==> config.mk <==
export PLATFORM = sky130hd
export DESIGN_NAME = cpu_reset_sequencer
export DESIGN_NICKNAME = d
export VERILOG_FILES = /design/src/rtl/cpu_reset_sequencer.sv
export SDC_FILE = /design/constraint.sdc
export NUM_CORES = 1
export LEC_CHECK = 0
export ABC_AREA = 1
export CORE_MARGIN = 3
export CORE_UTILIZATION = 54
export DETAILED_ROUTE_END_ITERATION = 8
export GPL_TIMING_DRIVEN = 0
export HOLD_SLACK_MARGIN = 0.03
export PLACE_DENSITY = 0.74
export SETUP_SLACK_MARGIN = 0.05
export SKIP_CTS_REPAIR_TIMING = 1
export SLEW_MARGIN = 20
export SYNTH_ARGS = -nofsm -noshare
export SYNTH_HDL_FRONTEND = slang
export SYNTH_SLANG_ARGS = --single-unit
==> constraint.sdc <==
create_clock -name clk_clk -period 2.1 [get_ports clk_clk]
set_clock_uncertainty 0.15 [all_clocks]
set_input_delay 0.315 -clock clk_clk [delete_from_list [all_inputs] [get_ports clk_clk]]
set_output_delay 0.315 -clock clk_clk [all_outputs]
set_load 0.03 [all_outputs]
==> src/rtl/cpu_reset_sequencer.sv <==
// Reset sequencer: board cold reset and debounced push-button -> soc_system platform reset,
// then HPS h2f reset release -> settle delay -> stack-CPU core reset release.
//
// state      | meaning
// ASSERT     | platform and core held in reset; POR hold timer runs while button is released
// SOC_WAIT   | platform released; waiting for the HPS h2f reset to release (with timeout)
// CORE_DELAY | HPS out of reset; settle timer runs before releasing the core
// RUN        | everything out of reset
module cpu_reset_sequencer #(
  parameter int POR_CYCLES         = 1024,
  parameter int DEBOUNCE_CYCLES    = 50000,
  parameter int CORE_DELAY_CYCLES  = 256,
  parameter int HPS_TIMEOUT_CYCLES = 16777216
) (
  input  logic       clk_clk,
  input  logic       reset_reset_n,
  input  logic       key_n,
  input  logic       hps_h2f_reset_n,
  output logic       soc_reset_n,
  output logic       core_reset_n,
  output logic [1:0] state,
  output logic       hps_timeout,
  output logic [7:0] reset_count
);

  localparam int MAX_A   = (POR_CYCLES > CORE_DELAY_CYCLES) ? POR_CYCLES : CORE_DELAY_CYCLES;
  localparam int MAX_CNT = (MAX_A > HPS_TIMEOUT_CYCLES) ? MAX_A : HPS_TIMEOUT_CYCLES;
  localparam int CNT_W   = $clog2(MAX_CNT);
  localparam int DB_W    = $clog2(DEBOUNCE_CYCLES);

  localparam logic [CNT_W-1:0] POR_LAST = CNT_W'(POR_CYCLES - 1);
  localparam logic [CNT_W-1:0] CD_LAST  = CNT_W'(CORE_DELAY_CYCLES - 1);
  localparam logic [CNT_W-1:0] TO_LAST  = CNT_W'(HPS_TIMEOUT_CYCLES - 1);
  localparam logic [DB_W-1:0]  DB_LAST  = DB_W'(DEBOUNCE_CYCLES - 1);

  typedef enum logic [1:0] {
    ST_ASSERT     = 2'd0,
    ST_SOC_WAIT   = 2'd1,
    ST_CORE_DELAY = 2'd2,
    ST_RUN        = 2'd3
  } state_t;

  logic            key_s1, key_s2, hps_s1, hps_s2;
  logic            key_db, key_press;
  logic [DB_W-1:0] db_cnt;

  state_t          st, st_nxt;
  logic [CNT_W-1:0] cnt;
  logic            cnt_clr, cnt_hold, set_to, warm;

  // HPS sync resets to 0 so the core never sees a stale "released" HPS after a cold reset.
  always_ff @(posedge clk_clk or negedge reset_reset_n) begin
    if (!reset_reset_n) begin
      key_s1 <= 1'b1;
      key_s2 <= 1'b1;
      hps_s1 <= 1'b0;
      hps_s2 <= 1'b0;
    end else begin
      key_s1 <= key_n;
      key_s2 <= key_s1;
      hps_s1 <= hps_h2f_reset_n;
      hps_s2 <= hps_s1;
    end
  end

  always_ff @(posedge clk_clk or negedge reset_reset_n) begin
    if (!reset_reset_n) begin
      key_db    <= 1'b1;
      db_cnt    <= '0;
      key_press <= 1'b0;
    end else begin
      key_press <= 1'b0;
      if (key_s2 == key_db) begin
        db_cnt <= '0;
      end else if (db_cnt == DB_LAST) begin
        db_cnt    <= '0;
        key_db    <= key_s2;
        key_press <= ~key_s2;
      end else begin
        db_cnt <= db_cnt + DB_W'(1);
      end
    end
  end

  always_comb begin
    st_nxt   = st;
    cnt_clr  = 1'b0;
    cnt_hold = 1'b0;
    set_to   = 1'b0;
    warm     = 1'b0;
    case (st)
      ST_ASSERT: begin
        if (key_press)               cnt_clr = 1'b1;
        else if (!key_db)            cnt_hold = 1'b1;
        else if (cnt == POR_LAST)    st_nxt = ST_SOC_WAIT;
      end
      ST_SOC_WAIT: begin
        if (key_press) begin
          st_nxt = ST_ASSERT;
          warm   = 1'b1;
        end else if (hps_s2) begin
          st_nxt = ST_CORE_DELAY;
        end else if (cnt == TO_LAST) begin
          st_nxt = ST_ASSERT;
          set_to = 1'b1;
        end
      end
      ST_CORE_DELAY: begin
        if (key_press) begin
          st_nxt = ST_ASSERT;
          warm   = 1'b1;
        end else if (!hps_s2) begin
          st_nxt = ST_SOC_WAIT;
        end else if (cnt == CD_LAST) begin
          st_nxt = ST_RUN;
        end
      end
      ST_RUN: begin
        cnt_hold = 1'b1;
        if (key_press) begin
          st_nxt = ST_ASSERT;
          warm   = 1'b1;
        end else if (!hps_s2) begin
          st_nxt = ST_SOC_WAIT;
        end
      end
      default: st_nxt = ST_ASSERT;
    endcase
  end

  // Outputs are decoded from st_nxt so they move on the same edge as the state.
  always_ff @(posedge clk_clk or negedge reset_reset_n) begin
    if (!reset_reset_n) begin
      st           <= ST_ASSERT;
      cnt          <= '0;
      soc_reset_n  <= 1'b0;
      core_reset_n <= 1'b0;
      hps_timeout  <= 1'b0;
      reset_count  <= 8'd0;
    end else begin
      st           <= st_nxt;
      soc_reset_n  <= (st_nxt != ST_ASSERT);
      core_reset_n <= (st_nxt == ST_RUN);
      if ((st_nxt != st) || cnt_clr) cnt <= '0;
      else if (!cnt_hold)             cnt <= cnt + CNT_W'(1);
      if (set_to) hps_timeout <= 1'b1;
      if (warm && (reset_count != 8'hFF)) reset_count <= reset_count + 8'd1;
    end
  end

  assign state = st;

endmodule
==> results of run 1 <==
## worst reg2reg max path, delay by kind of cell, from the launching register on
family          cells  cell delay, ns
simple gates       10            1.08
buf+inv             1            0.21
flops               1            0.36
compound gates      1            0.08
fa+ha+maj           1            0.21
## per-stage QoR
step	power (W)	instances	util, %
6_report	0.00229	512	70.9
3_3_place_gp	0.00122	470	60.8
4_1_cts	0.00232	487	64.7
2_1_floorplan	0.00119	379	-
3_5_place_dp	0.00122	471	61.1
5_1_grt	0.00238	512	70.9
## power by group
group	leakage (nW)	internal [W]	switching, W	total (W)
combinational	1.02	0.0000175	0.0000358	0.0000533
clock	0.108	0.000641	0.000448	0.00109
sequential	0.804	0.00115	0.00000567	0.00115
## routing by layer
| metal | GRT usage, % | up-vias |
|---|---|---|
| li1 | - | 1310 |
| met1 | 23.1 | 1207 |
| met2 | 31.2 | 50 |
| met3 | 3.69 | 20 |
| met4 | 9.21 | 0 |
| met5 | 0 | - |
## Yosys cell counts (2+ instances only)
master / count
nand3_2: 2
buf_12: 2
dfrtp_1: 56
o21ai_0: 10
inv_1: 41
xor2_1: 20
nand2_4: 2
nor2_1: 46
nor3b_1: 4
nand2_1: 67
nand3_1: 19
nand2_2: 8
nor4_1: 6
xnor2_1: 11
inv_2: 3
nor3_1: 13
dfstp_2: 3
nor2_2: 8
nand4_1: 10
ha_1: 7
nor2_4: 22
a21oi_1: 8
## layout make-up
class	instances	area (um2)
sequential	59	1480
clock inverter	4	47.5
inverter	45	173
buffer	2	40.0
timing repair buffer	42	408
fill	429	1750
multi-input combinational	273	1840
clock buffer	12	165
tap	75	93.8
## final timing paths
path                            depth (start not counted)     startpoint             end
worst min-delay path                                    0         key_s1          key_s2
worst max register to register                         13         cnt[1]         cnt[19]
worst max-delay path                                   13         cnt[1]         cnt[19]
worst min register to register                          0         key_s1          key_s2
max in group asynchronous                               3  reset_reset_n          key_s1
min in group asynchronous                               2  reset_reset_n  reset_count[2]
## kinds of logic (layout without fill, tap and decap cells)
group / count (synthesis) / count (layout) / synth area share [%]
AO/OA/AOI/OAI: 23 / 23 / 4.24
XOR/XNOR: 31 / 31 / 8.07
adder cells (fa/ha/maj): 7 / 7 / 2.60
buffers and inverters: 47 / 105 / 6.25
flip-flops: 59 / 59 / 44.0
multiplexers: 1 / 1 / 0.298
AND/OR/NAND/NOR: 211 / 211 / 34.5
## flip-flops by register name (all words and copies together), names as in the netlist
signal / count
cnt: 24
key_press: 1
key_s2: 1
db_cnt: 16
hps_s1: 1
hps_s2: 1
soc_reset_n: 1
reset_count: 8
key_s1: 1
core_reset_n: 1
state: 2
hps_timeout: 1
key_db: 1
==> run summary, run 1 <==
Status = finished with violations
Failing checks = setup timing
Nature of the critical path endpoint = flop
Global-route wire length before repair = 11000 um
Worst skew pair latency = 0.34 ns
CP Class = reg -> reg
Dpl cell area = 0.00366 mm2
Vias in the first global route = 2545
Buf/Inv on CP = 1
DR DRC count = 0
Syn. warnings = 0
Pin count of the biggest net entering global routing = 36
WP data required = 2.17 ns
Clock slew at reported path FFs = 0.07 ns
Maximum vdd drop = 0.408 mV
Synth unique cells = 33
Final HPWL DP = 4420 um
Most common cell after layout, fill and taps aside = nand2_1
Worst Tran Pin Value = 0.352 ns
Inserted Clock Buffers = 9
CTS tree = yes
Number of synthesized flops with an enable pin = 0
ANT cells = 0
Final worst slack = -0.105 ns
Met2 Routed Length = 3280 um
Final setup viols = 24
Pre-CTS WS = -0.113 ns
Post-synth ARST share = 100%
Pre-Repair DR Iteration Count = 4
Max-Cap Viols = 0
Vias per std cell = 5.05
Total track usage = 18.7%
Chip width = 84.9 um
WL met1 = 3030 um
Reg2Reg Setup Slack = -0.10 ns
Worst path slowest cell = dfrtp_1
Starting Density = 56.1%
Die footprint = 0.00721 mm2
Critical path arrival = 2.28 ns
Nets@finish = 443
Initial DRC count = 137
Slew margin rel. = 76.3%
WL/cell = 13.1 um
H-tree levels = 3
Dominant cell type by area after synthesis = dfrtp_1
Pins over their slew limit = 0
PD cells = 540 mW/mm2
Post-Syn Area = 0.00336 mm2
Global route total overflow = 0
Fmax = 454 MHz
Post-synth top flop = dfrtp_1
Routed vias = 2587
Core area = 0.00599 mm2
Max clock buf depth = 2
#FFs+latches synth = 59
Post-Route WL = 6720 um
P_leak = 1.93 nW
Commonest non-fill, non-tap cells in the layout = nand2_1 (64), dfrtp_1 (54), inv_1 (35)
Root buffer cell = clkbuf_8
Post-route ant nets = 0
I/O Buffers = 16
Clk sinks = 59
Largest cells by area after synthesis = dfrtp_1 (42%), nand2_1 (7.5%), nor2_4 (7.4%)
DR top layer = met4
Max incr delay on CP = 0.36 ns
Final-report hold violation count = 0
Crit-path leading delay family = simple AND/OR/NAND/NOR gates
Synth Net Count = 390
Worst Hold Class = reg -> reg
Post-synthesis cell count = 379
Setup TNS Final = -1.92 ns
Share of layout cells above drive strength 1 = 30.9%
Tcrit/Tclk final = 105%
Critical path's most frequent cell = nand2_4
Syn Area/Cell = 8.87 um2
Startpoint Class = flop
Final critical-path required period = 2.20 ns
RSZ-0062 raised after global routing = yes
CP Max Fanout = 8
Sequential share of the synthesized area = 44.0%
Post-synth top area share = 41.7%
Routability cong. = 0.899
Hold WS = 0.201 ns
Row Count = 28
CP Cell Sequence = ha_2 -> nand2_4 -> nor2_4 -> nand2_4 -> nor2_8 -> nand2_4 -> nand2_1 -> a21oi_1 -> nand2_1 -> nand3_2 -> nand3_4 -> clkbuf_16 -> nor2_4
Post-route cell area = 0.00425 mm2
Initial antenna violation count = 0
Met3 routed WL = 198 um
Vert. Die Dim = 84.9 um
Synth-to-layout area growth = 26.2%
I/O pins = 17
No activity file was read; power rests on OpenSTA's default activity.
==> run 2: changes to the inputs <==
Settings changed: CTS_CLUSTER_SIZE set to 8.
==> results of run 2 <==
Final layout, timing and power as in run 1 (identical DEF).
==> RTL edit, RTL diff (config.mk and constraints of run 1) <==
Put one more register stage on the output `hps_timeout`, without a reset. The value now appears one clock later. The other outputs are not delayed to match.
--- a/src/rtl/cpu_reset_sequencer.sv
+++ b/src/rtl/cpu_reset_sequencer.sv
@@ -39,6 +39,8 @@
     ST_CORE_DELAY = 2'd2,
     ST_RUN        = 2'd3
   } state_t;
+
+  logic hps_timeout_s0;
 
   logic            key_s1, key_s2, hps_s1, hps_s2;
   logic            key_db, key_press;
@@ -135,7 +137,7 @@
       cnt          <= '0;
       soc_reset_n  <= 1'b0;
       core_reset_n <= 1'b0;
-      hps_timeout  <= 1'b0;
+      hps_timeout_s0 <= 1'b0;
       reset_count  <= 8'd0;
     end else begin
       st           <= st_nxt;
@@ -143,11 +145,15 @@
       core_reset_n <= (st_nxt == ST_RUN);
       if ((st_nxt != st) || cnt_clr) cnt <= '0;
       else if (!cnt_hold)             cnt <= cnt + CNT_W'(1);
-      if (set_to) hps_timeout <= 1'b1;
+      if (set_to) hps_timeout_s0 <= 1'b1;
       if (warm && (reset_count != 8'hFF)) reset_count <= reset_count + 8'd1;
     end
   end
 
   assign state = st;
 
+  always_ff @(posedge clk_clk) begin
+    hps_timeout <= hps_timeout_s0;
+  end
+
 endmodule
Formal check against the unedited RTL: same outputs for any inputs over 10 cycles, from zero or initial values and one cycle with reset_reset_n low; that may be too few to reach the edited logic, so the function may still have changed.
==> RTL edit against run 1 <==
The flow still finishes with violations (setup timing). Sequential share of layout area is 0.57 points higher. Clock power grew 5%. Power rose by 3.0%. Wire length rose by 2.6%. Setup slack improved by 1.6 ps. Synthesized cell count grew 0.26%. Count of clock-buffer cells in the layout up 1. Sequential cell count is 1 higher. Area after synthesis increased by 0.60%. Cell area down 0.27%. Die area increased by 0.55%. Largest cell class unchanged. Highest routed layer unchanged.
==> RTL edit: results (changes against run 1) <==
Buffer cell driving the clock tree root: sky130_fd_sc_hd__clkbuf_8
Number of fill cells: 430 (+0.23%)
Final Net Count: 442 (-0.23%)
Area after detailed placement: 3682 um2 (+0.55%)
Synth async-reset ratio: 98.33% (-1.7 points)
GR met2 Demand/Resource: 30.86% (-0.38 points)
Maximum fanout encountered on the critical timing path: 7 (-1)
Final worst slack: -103.2 ps (+1.567 ps)
Sequential-to-total area share from yosys stat: 44.34% (+0.33 points)
Peak ir drop on the vdd network: 370.2 uV (-9.3%)
HPWL after detailed placement: 4.480 mm (+1.3%)
Run status: finished with violations
Delay of the slowest cell on the worst path: 370 ps
Cells after synthesis: 380 (+0.26%)
Net switching power of the design: 0.5042 mW (+2.9%)
Met1 demand-to-capacity share in global routing: 23.67% (+0.59 points)
Via count of the first global-routing pass: 2478 (-2.6%)
Path type of the worst min-delay path: flop to flop
Yosys top cell area share: 41.42% (-0.25 points)
All-Layer GR Usage: 19.07% (+0.40 points)
Skew-Pair Late Insertion Delay: 350 ps
Share of final-layout standard cells stronger than drive strength 1: 30.05% (-0.85 points)
Met2 Routed Length: 3.333 mm (+1.5%)
Arrival time reported for the critical path endpoint: 2340 ps (+60 ps)
Synth cell count leaders: sky130_fd_sc_hd__nand2_1, sky130_fd_sc_hd__dfrtp_1, sky130_fd_sc_hd__nor2_1, sky130_fd_sc_hd__inv_1, sky130_fd_sc_hd__nor2_4
Post-Route Setup TNS: -1960 ps (-43.14 ps)
Pin count of the biggest net entering global routing: 36 (unchanged)
Post-route non-filler standard cell count: 511 (-0.20%)
Violations in the final reports: setup timing
Synthesis warning total: 0 (unchanged)
Cell types occupying the most area after synthesis: sky130_fd_sc_hd__dfrtp_1, sky130_fd_sc_hd__nand2_1, sky130_fd_sc_hd__nor2_4, sky130_fd_sc_hd__xor2_1, sky130_fd_sc_hd__nor2_1
Inst Count DP: 472 (+0.21%)
Max_slew headroom: 75.97% (-0.38 points)
Post-Synthesis Net Count: 391 (+0.26%)
Critical path's slowest cell: sky130_fd_sc_hd__dfrtp_1
Number of max-cap violations: 0 (unchanged)
Placer's final routability congestion estimate: 0.8750 (-2.6%)
Detailed-route vias per instance: 5.110 (+1.1%)
First DRT Iteration DRCs: 107 (-22%)
GRT met3 Usage: 5.146% (+1.5 points)
Count of different cell masters after synthesis: 34 (+3.0%)
Design area: 4234 um2 (-0.27%)
Wire length of the first global-routing pass: 10.95 mm (about the same)
Wire length on met3: 321 um (+62%)
Port bufs: 16 (unchanged)
Worst-case setup slack after placement: -126.5 ps (-13.56 ps)
Average wire length per cell after detail routing: 13.50 um (+2.8%)
Iteration count of the initial detailed-routing pass: 4 (unchanged)
Met1 Wirelength: 3.043 mm (+0.50%)
Lkg Pwr: 1.901 nW (-1.7%)
Final setup violation count: 24 (unchanged)
## RTL edit: cell types whose count changed after synthesis
cell,delta
sky130_fd_sc_hd__dfxtp_1,+1
## RTL edit: power groups by stage
stage | logic [mW] | clock network [mW] | registers [mW]
floorplan | 0.0142 | 0 | 1.19
global route | 0.0612 | 1.21 | 1.17
detailed placement | 0.0503 | 0 | 1.19
finish | 0.0537 | 1.14 | 1.17
global placement | 0.0458 | 0 | 1.19
CTS | 0.0503 | 1.16 | 1.17
## RTL edit: worst max-delay path: cells and delay by family (launching register included)
| kind | cells | cell delay, ps |
|---|---|---|
| DFF | 1 | 370 |
| adders and majority gates | 1 | 210 |
| buffers and inverters | 1 | 240 |
| and+or+nand+nor | 12 | 1160 |
## RTL edit: final cells by class
class | instances | share of cell area, %
multi-input cells | 274 | 43.03
flip-flops and latches | 60 | 35.49
repair buffers | 39 | 9.013
clock buffers | 13 | 4.226
inverters | 45 | 4.078
well taps | 75 | 2.216
clock inverters | 3 | 1.005
plain buffers | 2 | 0.9456
## RTL edit: logic make-up after synthesis
family                   Yosys count  share of synthesized area, %
AO/OA/AOI/OAI                     23                         4.216
XOR/XNOR                          31                         8.025
adder cells (fa/ha/maj)            7                         2.589
buffers and inverters             47                         6.213
flip-flops                        60                         44.34
multiplexers                       1                        0.2959
AND/OR/NAND/NOR                  211                         34.32
## RTL edit: path summary, 6_finish.rpt
path                               start              to  slack (ps)  depth (start not counted)
min in group asynchronous  reset_reset_n  reset_count[2]         260                          2
min reg2reg                       hps_s1          hps_s2         190                          0
max                               cnt[1]          cnt[7]        -100                         14
max in group asynchronous  reset_reset_n          key_s1         970                          3
max reg2reg                       cnt[1]          cnt[7]        -100                         14
min                               hps_s1          hps_s2         190                          0
